### src/rtl/cacheline_burst_adaptor.sv
// Bridges single 256-bit cacheline requests to 4-beat 64-bit memory bursts
// and returns the assembled line with a one-cycle completion pulse.
module cacheline_burst_adaptor (
  input  logic         clk,
  input  logic         rst,
  input  logic [31:0]  pmem_address,
  input  logic         pmem_read,
  input  logic         pmem_write,
  input  logic [255:0] pmem_wdata,
  output logic [255:0] pmem_rdata,
  output logic         pmem_resp,
  output logic [31:0]  mem_address,
  output logic         mem_read,
  output logic         mem_write,
  output logic [63:0]  mem_wdata,
  input  logic [63:0]  mem_rdata,
  input  logic         mem_resp
);

  localparam int unsigned S_LINE    = 256;
  localparam int unsigned S_BURST   = 64;
  localparam int unsigned NUM_BEATS = S_LINE / S_BURST;
  localparam int unsigned S_OFFSET  = 5;
  localparam int unsigned CNT_W     = $clog2(NUM_BEATS);
  localparam logic [31:0] ALIGN_MASK = 32'((64'd1 << S_OFFSET) - 64'd1);

  typedef enum logic [1:0] {
    IDLE     = 2'd0,
    RD_BURST = 2'd1,
    WR_BURST = 2'd2,
    DONE     = 2'd3
  } state_t;

  state_t                              state_q, state_d;
  logic [CNT_W-1:0]                    cnt_q, cnt_d;
  logic [31:0]                         addr_q, addr_d;
  logic [NUM_BEATS-1:0][S_BURST-1:0]   line_q, line_d;
  logic [S_LINE-1:0]                   rdata_q, rdata_d;
  logic                                resp_q, resp_d;
  logic                                rd_q, rd_d;
  logic                                wr_q, wr_d;
  logic                                last_beat;

  assign last_beat = (cnt_q == CNT_W'(NUM_BEATS - 1));

  // Next-state, beat capture and registered-output decode
  always_comb begin
    state_d = state_q;
    cnt_d   = cnt_q;
    addr_d  = addr_q;
    line_d  = line_q;
    rdata_d = rdata_q;

    case (state_q)
      IDLE: begin
        if (pmem_read) begin
          addr_d  = pmem_address & ~ALIGN_MASK;
          cnt_d   = '0;
          state_d = RD_BURST;
        end else if (pmem_write) begin
          addr_d  = pmem_address & ~ALIGN_MASK;
          line_d  = pmem_wdata;
          cnt_d   = '0;
          state_d = WR_BURST;
        end
      end
      RD_BURST: begin
        if (mem_resp) begin
          line_d[cnt_q] = mem_rdata;
          cnt_d         = cnt_q + CNT_W'(1);
          if (last_beat) begin
            rdata_d = line_d;
            state_d = DONE;
          end
        end
      end
      WR_BURST: begin
        if (mem_resp) begin
          cnt_d = cnt_q + CNT_W'(1);
          if (last_beat) begin
            state_d = DONE;
          end
        end
      end
      DONE: begin
        state_d = IDLE;
      end
      default: begin
        state_d = IDLE;
      end
    endcase

    // Outputs track the state being entered so they are flop-driven
    rd_d   = (state_d == RD_BURST);
    wr_d   = (state_d == WR_BURST);
    resp_d = (state_d == DONE);
  end

  always_ff @(posedge clk or posedge rst) begin
    if (rst) begin
      state_q <= IDLE;
      cnt_q   <= '0;
      addr_q  <= '0;
      line_q  <= '0;
      rdata_q <= '0;
      resp_q  <= 1'b0;
      rd_q    <= 1'b0;
      wr_q    <= 1'b0;
    end else begin
      state_q <= state_d;
      cnt_q   <= cnt_d;
      addr_q  <= addr_d;
      line_q  <= line_d;
      rdata_q <= rdata_d;
      resp_q  <= resp_d;
      rd_q    <= rd_d;
      wr_q    <= wr_d;
    end
  end

  assign pmem_rdata  = rdata_q;
  assign pmem_resp   = resp_q;
  assign mem_address = addr_q;
  assign mem_read    = rd_q;
  assign mem_write   = wr_q;
  // Current write beat selected straight from the line buffer
  assign mem_wdata   = line_q[cnt_q];

endmodule

### config.mk
export PLATFORM = sky130hd
export DESIGN_NAME = cacheline_burst_adaptor
export DESIGN_NICKNAME = d
export VERILOG_FILES = /design/src/rtl/cacheline_burst_adaptor.sv
export SDC_FILE = /design/constraint.sdc
export NUM_CORES = 1
export LEC_CHECK = 0
export CAP_MARGIN = 25
export CORE_AREA = 8 8 268 270
export DETAILED_ROUTE_END_ITERATION = 6
export DIE_AREA = 0 0 276 278
export PLACE_DENSITY = 0.66
export SLEW_MARGIN = 20
export SYNTH_ARGS = -nofsm -noshare
export SYNTH_HDL_FRONTEND = slang
export SYNTH_SLANG_ARGS = --single-unit
### constraint.sdc
create_clock -name clk -period 22.1 [get_ports clk]
set_clock_uncertainty 0.1 [all_clocks]
set_input_delay 4.42 -clock clk [delete_from_list [all_inputs] [get_ports clk]]
set_output_delay 4.42 -clock clk [all_outputs]
set_load 0.01 [all_outputs]
* Word level (Yosys, flattened, before mapping)
Cells that the tools add are included.
Storage, ports and cells: register bits 551, output and inout port bits 355
Operators by class: add/subtract/negate cells 1, order comparisons 2, equal/unequal tests 12, multiplexer cells 20, reduce and logical (&&, ||, !) cells 10
Operators by type and width (number):
- $mux W256 | 3
- $pmux W256 S2 | 1
- $bwmux W256 | 1
- $bmux W64 S2 | 1
- $demux W64 S2 | 1
- $mux W64 | 2
- $mux W32 | 2
- $mux W2 | 7
- $eq A2 B2 Y1 const B | 5
- $ne A2 B2 Y1 const B | 3
- $pmux W2 S3 | 1
- $reduce_and A3 Y1 | 2
- $reduce_bool A2 Y1 | 3
- $eq A2 B1 Y1 const B | 2
- $pmux W2 S2 | 1
- $reduce_and A4 Y1 | 1
- $lt A2 B3 Y1 const B | 1
- $ne A3 B3 Y1 const B | 1
- $add A2 B1 Y2 const B | 1
- $ge A2 B1 Y1 const B | 1
- $logic_not A2 Y1 | 1
- $ne A2 B1 Y1 const B | 1
- $reduce_and A2 Y1 | 1
- $reduce_or A2 Y1 | 1
- $logic_and A1 B1 Y1 | 1

* Depth between registers and ports, before layout
Gate-level depths: netlist (run 1).
word-level depth 7, mapped depth 10, gate-level depth less buffers 6

* Worst setup path after synthesis (run 1)
OpenSTA, ideal clock, no wires.
kind register to output, start register cnt_q[0], end output port mem_wdata[26], arrival time 1562 ps, data required time 17580 ps, setup slack 16018 ps, stages on the path, launching flop included 5, path buffers 3, cell sequence dfrtp_1 > clkbuf_1 > buf_4 > buf_2 > mux4_2
Between the ends: longest elaborated chain between the ends 2
Ends and longest elaborated chain:
- from (decl) | line 35 | logic [CNT_W-1:0] cnt_q, cnt_d;
- from (signal assigned) | line 111 | cnt_q <= cnt_d;
- $bmux W64 S2 | line 127 | assign mem_wdata = line_q[cnt_q];
- $mux W64 (implied by the code) | line 127
- to (decl) | line 15 | output logic [63:0] mem_wdata,
Every way passes these cells. The select of a mux whose other input is x is not followed.

* Worst setup path in the final report (run 1)
start register cnt_q[0], end output port mem_wdata[1]
The elaborated chain is that of the path after synthesis.

==> impl_metrics.py, run 1 <==
metrics = {
    "status": {
        "status": "finished, final reports clean",
    },
    "cts": {
        "clock-sinks": 546,
        "root_buffer": "clkbuf_16",
        "cts_hold_buf": 0,
        "clk_latency_ps": 620,
        "cts_setup_buffers": 0,
        "htree_levels": 2,
        "cts.clk_slew.worst_paths_ps": 60,
        "cts_buffers": 60,
        "clk_path_buf_depth": 3,
        "cts_resized": 0,
        "tritoncts": "built",
    },
    "drt": {
        "drc": 0,
        "totalWireLength_um": 102900,
        "antenna_left": 0,
        "vias": 22080,
        "via_per_inst": 5.813,
        "drt_iter0_drc": 1740,
        "routedWlPerCell_um": 27.07,
        "firstDrtPassIters": 5,
    },
    "floorplan": {
        "die_w_um": 276,
        "start_util_pct": 38.01,
        "die_area_um2": 76730,
        "io_pins": 712,
        "die_h_um": 278,
        "core_um2": 67750,
        "row_count": 96,
    },
    "setup_path": {
        "worstPathRequired_ps": 17580,
        "startpoint": "cnt_q[0]$_DFFE_PP0P_",
        "worstPathMaxFanout": 41,
        "r2r_cells": 6,
        "crit_path_end": "mem_wdata[1]",
        "r2r_start": "cnt_q[0]$_DFFE_PP0P_",
        "r2r_end": "pmem_rdata[204]$_DFFE_PP0P_",
        "rrSetupSlack_ps": 17290,
        "critPathLaunchType": "flip-flop",
        "crit_type": "flip-flop to primary output",
        "crit_arrival_ps": 3610,
        "end_kind": "primary output",
    },
    "synth": {
        "ys_warn_count": 0,
        "synthCells": 2249,
        "ys_types": 38,
        "ys_seq_elements": 546,
        "ys_seq_area_share_pct": 53.06,
        "avgSynthCellArea_um2": 11.45,
        "syn-cell-area_um2": 25750,
    },
    "run": {
        "cap_viol_max_count": 0,
    },
    "timing": {
        "slew_headroom_pct": 22.13,
        "setup_viol_count_final": 0,
        "grt_setup_unrepaired": "false",
        "fmax_mhz": 123.0,
        "worst_pin_slew_ps": 1168,
        "hold_viol": 0,
        "setup_tns_ps": 0,
        "min_period_over_period_pct": 36.78,
        "period_needed_ps": 8129,
        "final_max_slew_viol_count": 0,
    },
    "power_and_ir_drop": {
        "p_int_mw": 3.356,
        "clkPwrFrac_pct": 18.9,
        "p_per_area_nw_per_um2": 155.9,
        "power_frac_comb_pct": 49.4,
        "switchingPower_mw": 2.178,
        "p_total_mw": 5.534,
        "ir_drop_uv": 110.7,
        "swShare_pct": 39.36,
        "seq_power_share_pct": 31.7,
        "power_leakage_nw": 15.23,
    },
    "place": {
        "hpwl_um": 67750,
        "io_buffers": 701,
        "gp_congestion": 0.8671,
        "place_area_um2": 33210,
    },
    "cells_and_area": {
        "fillers": 5882,
        "postLayoutCellArea_um2": 35490,
        "area_growth_syn_to_layout_pct": 37.80,
        "drive_above_1_share_pct": 10.77,
        "fin_nets": 3203,
        "seqCellArea_um2": 13670,
        "multi_input_area_um2": 10920,
    },
    "grt": {
        "grt_usage_pct": 25.64,
        "grt_pass1_vias": 23040,
        "overflow": 0,
        "grt_max_degree": 215,
        "grt_pass1_wl_um": 153200,
        "grt_antenna_before_repair": 35,
    },
    "hold_path": {
        "hold_path_class": "flip-flop to flip-flop",
        "min-delay-start": "pmem_rdata[153]$_DFFE_PP0P_",
    },
}
-- critical path: stages, from the launching register on --
cell and delay, ps:
dfrtp_4 890, buf_4 790, mux4_2 660, clkdlybuf4s50_1 560
-- worst min-delay path by stage --
stage                                        to  slack (ps)  cells after the start
floorplan               line_q[255]$_DFFE_PP0P_         360                      2
global placement     pmem_rdata[28]$_DFFE_PP0P_         360                      2
detailed placement  pmem_rdata[105]$_DFFE_PP0P_         370                      2
CTS                 pmem_rdata[105]$_DFFE_PP0P_         380                      2
global route        pmem_rdata[191]$_DFFE_PP0P_         400                      2
finish              pmem_rdata[153]$_DFFE_PP0P_         380                      2
-- per-stage QoR --
step	util (%)	hold WS [ps]	cells	setup WS, ps
after CTS	52.06	383.0	3765	13130
after floorplan	-	356.5	2253	2316
after global routing	52.38	398.0	3798	13770
final	52.38	378.5	3799	13970
after detailed placement	49.03	369.5	3654	12480
after global placement	48.99	363.2	3653	12620
-- synth_stat cells --
library cell    n  area share [%]
nor2_2          1           0.024
o31ai_1         1           0.029
a2bb2oi_1      63             2.1
o2bb2a_1        1           0.039
or3_1           1           0.024
buf_6          13            0.57
o21ai_2         1           0.034
nand2_1       197             2.9
a21oi_1       195             3.8
nor2_1          2           0.029
and2_1          1           0.024
clkbuf_1       88             1.3
mux2_4          1           0.058
o21bai_1        1           0.029
buf_2          84             1.6
nand3_1         1           0.019
inv_1          57            0.83
o22ai_1       118             2.9
a22o_1          1           0.034
conb_1          1           0.015
o21a_1          1           0.029
o2bb2ai_1     142             4.8
nand2b_1        3           0.073
nand3_2         1           0.039
mux2_2         91             4.0
nor2b_1         4           0.097
buf_4          18            0.52
nand4_1         1           0.024
o2111ai_1       1           0.034
o21ai_1         1           0.019
mux2i_1       192             7.5
ha_1            7            0.34
mux4_2         64             5.6
buf_1          11            0.16
o21ai_4         3            0.19
dfrtp_1       546              53
o21ai_0       193             3.8
and3_1        142             3.4
-- routing by layer --
metal  vias to the layer above  wire, µm  global-route usage (%)
met5                         -        57                       0
met4                         8      4662                   11.94
met3                       246      8035                   6.474
met2                      1077     50000                   42.21
met1                     11220     40100                   31.63
li1                       9534         -                       -
-- cell families after synthesis --
logic type / Yosys count / share of synthesized area, %
compound gates: 722 / 17.82
flops: 546 / 53.06
simple gates: 354 / 6.676
mux: 348 / 17.10
buf+inv: 271 / 5.000
fa+ha+maj: 7 / 0.3401
other cells: 1 / 0.01456
-- layout by cell type (no fill, tap or decap), types with 19 or more instances in the layout --
master           netlist  layout
mux2i_1              192     192
inv_1                 57      55
buf_4                 18      28
o22ai_1              118     118
o2bb2ai_1            142     142
mux2_2                91      91
diode_2                0      29
a21oi_1              195     195
clkdlybuf4s50_1        0     701
nand2_1              197     196
and3_1               142     142
dfrtp_1              546     544
a2bb2oi_1             63      63
o21ai_0              193     193
clkbuf_8               0      19
clkbuf_16              0      60
mux4_2                64      64
-- layout make-up --
class                   instances  share of cell area [%]
multi-input cells            1436                   30.78
well taps                     882                   3.110
clock buffers                  91                   5.095
clock inverters                20                  0.6946
diodes                         29                  0.2045
flip-flops and latches        546                   38.52
inverters                      57                  0.6382
repair buffers                738                   20.95
-- state kept, by name, indices dropped and copies added, names as in the netlist --
name,count
mem_read,1
pmem_resp,1
line_q,256
mem_write,1
pmem_rdata,256
mem_address,27
state_q,2
cnt_q,2
-- power by group through the flow --
stage                     registers, mW  logic [mW]  clock network, mW
final                              1.75        2.73               1.05
after global routing               1.80        2.88               1.10
after CTS                          1.75        2.72               1.07
after detailed placement           1.76        2.71                  0
after global placement             1.73        2.66                  0
after floorplan                    1.75        1.42                  0
Note: power is estimated with default switching activity, not from simulation.
==> run 2: changes to the inputs <==
==> constraint.sdc (replaced) <==
create_clock -name clk -period 8 [get_ports clk]
set_clock_uncertainty 0.1 [all_clocks]
set_input_delay 1.6 -clock clk [delete_from_list [all_inputs] [get_ports clk]]
set_output_delay 1.6 -clock clk [all_outputs]
set_load 0.01 [all_outputs]
==> run 2 against run 1 <==
Effect of this change:
- critical path depth did not move
- first-iteration DRC count rose by 14%
- final cell count decreased by 0.24%
- wire length is 0.95% lower
- via count grew 0.33%
- global-route usage down 0.19 points
- sequential power rose to 2.8 times the previous value
- clock power increased to 2.7 times the previous value
- setup slack worse by 11000 ps
- clock-buffer cell count is 2 lower
- utilization decreased by 0.21 points
==> impl_metrics.py, run 2 (same netlist as run 1, synthesis figures left out) <==
metrics = {
    "cts": {
        "root_buffer": "clkbuf_16",
        "cts_hold_buf": 0,
        "htree_levels": 2,
        "tritoncts": "built",
        "clock-sinks": 546,
        "cts_resized": 0,
        "clk_latency_ps": 610,
        "clk_path_buf_depth": 3,
        "cts_setup_buffers": 0,
        "cts.clk_slew.worst_paths_ps": 60,
        "cts_buffers": 60,
    },
    "grt": {
        "gr-usage-met3_pct": 6.064,
        "use_met2_pct": 41.54,
        "grt_antenna_before_repair": 28,
        "grt_pass1_wl_um": 152800,
        "overflow": 0,
        "use_met1_pct": 31.86,
        "grt_pass1_vias": 22730,
        "grt_usage_pct": 25.45,
        "grt_max_degree": 203,
        "grt.busiest_layer": "met2",
    },
    "drt": {
        "firstDrtPassIters": 5,
        "vias": 22160,
        "via_per_inst": 5.846,
        "routedWlPerCell_um": 26.88,
        "drc": 0,
        "drt_iter0_drc": 1977,
        "totalWireLength_um": 101900,
        "antenna_left": 0,
    },
    "place": {
        "gp_congestion": 0.8755,
        "io_buffers": 701,
        "place_area_um2": 33300,
        "hpwl_um": 67420,
    },
    "timing": {
        "period_needed_ps": 5060,
        "slew_headroom_pct": 23.05,
        "hold_viol": 0,
        "worst_pin_slew_ps": 1154,
        "grt_setup_unrepaired": "false",
        "setup_viol_count_final": 0,
        "final_max_slew_viol_count": 0,
        "min_period_over_period_pct": 63.25,
        "fmax_mhz": 197.6,
    },
    "setup_path": {
        "crit_type": "flip-flop to primary output",
        "r2r_start": "state_q[1]$_DFF_PP0_",
        "worstPathRequired_ps": 6300,
        "crit_path_end": "mem_wdata[62]",
        "worstPathMaxFanout": 40,
        "r2r_end": "line_q[220]$_DFFE_PP0P_",
        "critPathLaunchType": "flip-flop",
        "crit_arrival_ps": 3360,
        "startpoint": "cnt_q[1]$_DFFE_PP0P_",
        "end_kind": "primary output",
        "rrSetupSlack_ps": 3810,
        "r2r_cells": 9,
    },
    "run": {
        "cap_viol_max_count": 0,
    },
    "cells_and_area": {
        "drive_above_1_share_pct": 10.66,
        "final_common_cell": "clkdlybuf4s50_1",
        "postLayoutCellArea_um2": 35350,
        "layout_common_cells": "clkdlybuf4s50_1, dfrtp_1, nand2_1, a21oi_1, o21ai_0",
        "area_growth_syn_to_layout_pct": 37.25,
        "fin_nets": 3202,
        "fillers": 5896,
    },
    "floorplan": {
        "die_h_um": 278,
        "io_pins": 712,
        "die_w_um": 276,
        "row_count": 96,
        "die_area_um2": 76730,
        "core_um2": 67750,
        "start_util_pct": 38.01,
    },
    "status": {
        "status": "finished, final reports clean",
    },
    "hold_path": {
        "min-delay-start": "pmem_rdata[96]$_DFFE_PP0P_",
        "hold_path_class": "flip-flop to flip-flop",
    },
    "power_and_ir_drop": {
        "ir_drop_uv": 298.2,
        "power_leakage_nw": 15.17,
        "p_total_mw": 15.12,
        "p_per_area_nw_per_um2": 427.9,
    },
}
[run 2: cell count changes in the layout (fill, tap and decap cells not counted), moves of 2 or more]
cell,delta
buf_12,+3
clkbuf_1,-3
diode_2,-2
buf_6,-2
bufinv_16,-2
buf_4,+2
buf_16,-4
[run 2: layer usage]
layer | wire [µm] | part of all wire (%)
met4 | 4502 | 4.4
met3 | 8068 | 7.9
met1 | 39720 | 39
met2 | 49570 | 49
met5 | 22 | 0.022
[run 2: cell type report]
class                           count  area, µm²  area share, %
Inverter                           57      222.7         0.6301
Antenna cell                       27      67.56         0.1912
Sequential cell                   546      13670          38.68
Clock buffer                       89       1822          5.154
Clock inverter                     16      157.7         0.4460
Multi-Input combinational cell   1436      10920          30.91
Timing Repair Buffer              737       7377          20.87
Tap cell                          882       1104          3.122
[run 2: power by group]
group	switching (mW)	total (mW)	internal, mW
combinational	3.94	7.49	3.55
clock	1.15	2.81	1.65
sequential	0.858	4.83	3.97
total	5.95	15.1	9.18
[run 2: how the worst min path moves through the flow]
stage,cells after the start,to
floorplan,2,line_q[255]$_DFFE_PP0P_
global placement,2,pmem_rdata[59]$_DFFE_PP0P_
detailed placement,2,pmem_rdata[15]$_DFFE_PP0P_
CTS,2,pmem_rdata[15]$_DFFE_PP0P_
global route,2,pmem_rdata[109]$_DFFE_PP0P_
finish,2,pmem_rdata[96]$_DFFE_PP0P_
[run 2: worst max-delay path, stage by stage, from the launching register on]
cell and delay, ps:
dfrtp_4 770, buf_4 690, mux4_2 600, clkdlybuf4s50_1 560
[run 2: per-stage QoR]
| stage | setup slack [ps] | util (%) | hold WS [ps] | instances | setup TNS (ps) |
|---|---|---|---|---|---|
| 4_1_cts | 2833 | 52.07 | 383.6 | 3763 | 0 |
| 3_3_place_gp | 3044 | 49.07 | 363.0 | 3656 | 0 |
| 2_1_floorplan | -1128 | - | 356.5 | 2253 | -615830 |
| 5_1_grt | 2854 | 52.16 | 404.0 | 3785 | 0 |
| 3_5_place_dp | 3006 | 49.15 | 370.2 | 3658 | 0 |
| 6_report | 2940 | 52.17 | 380.1 | 3790 | 0 |
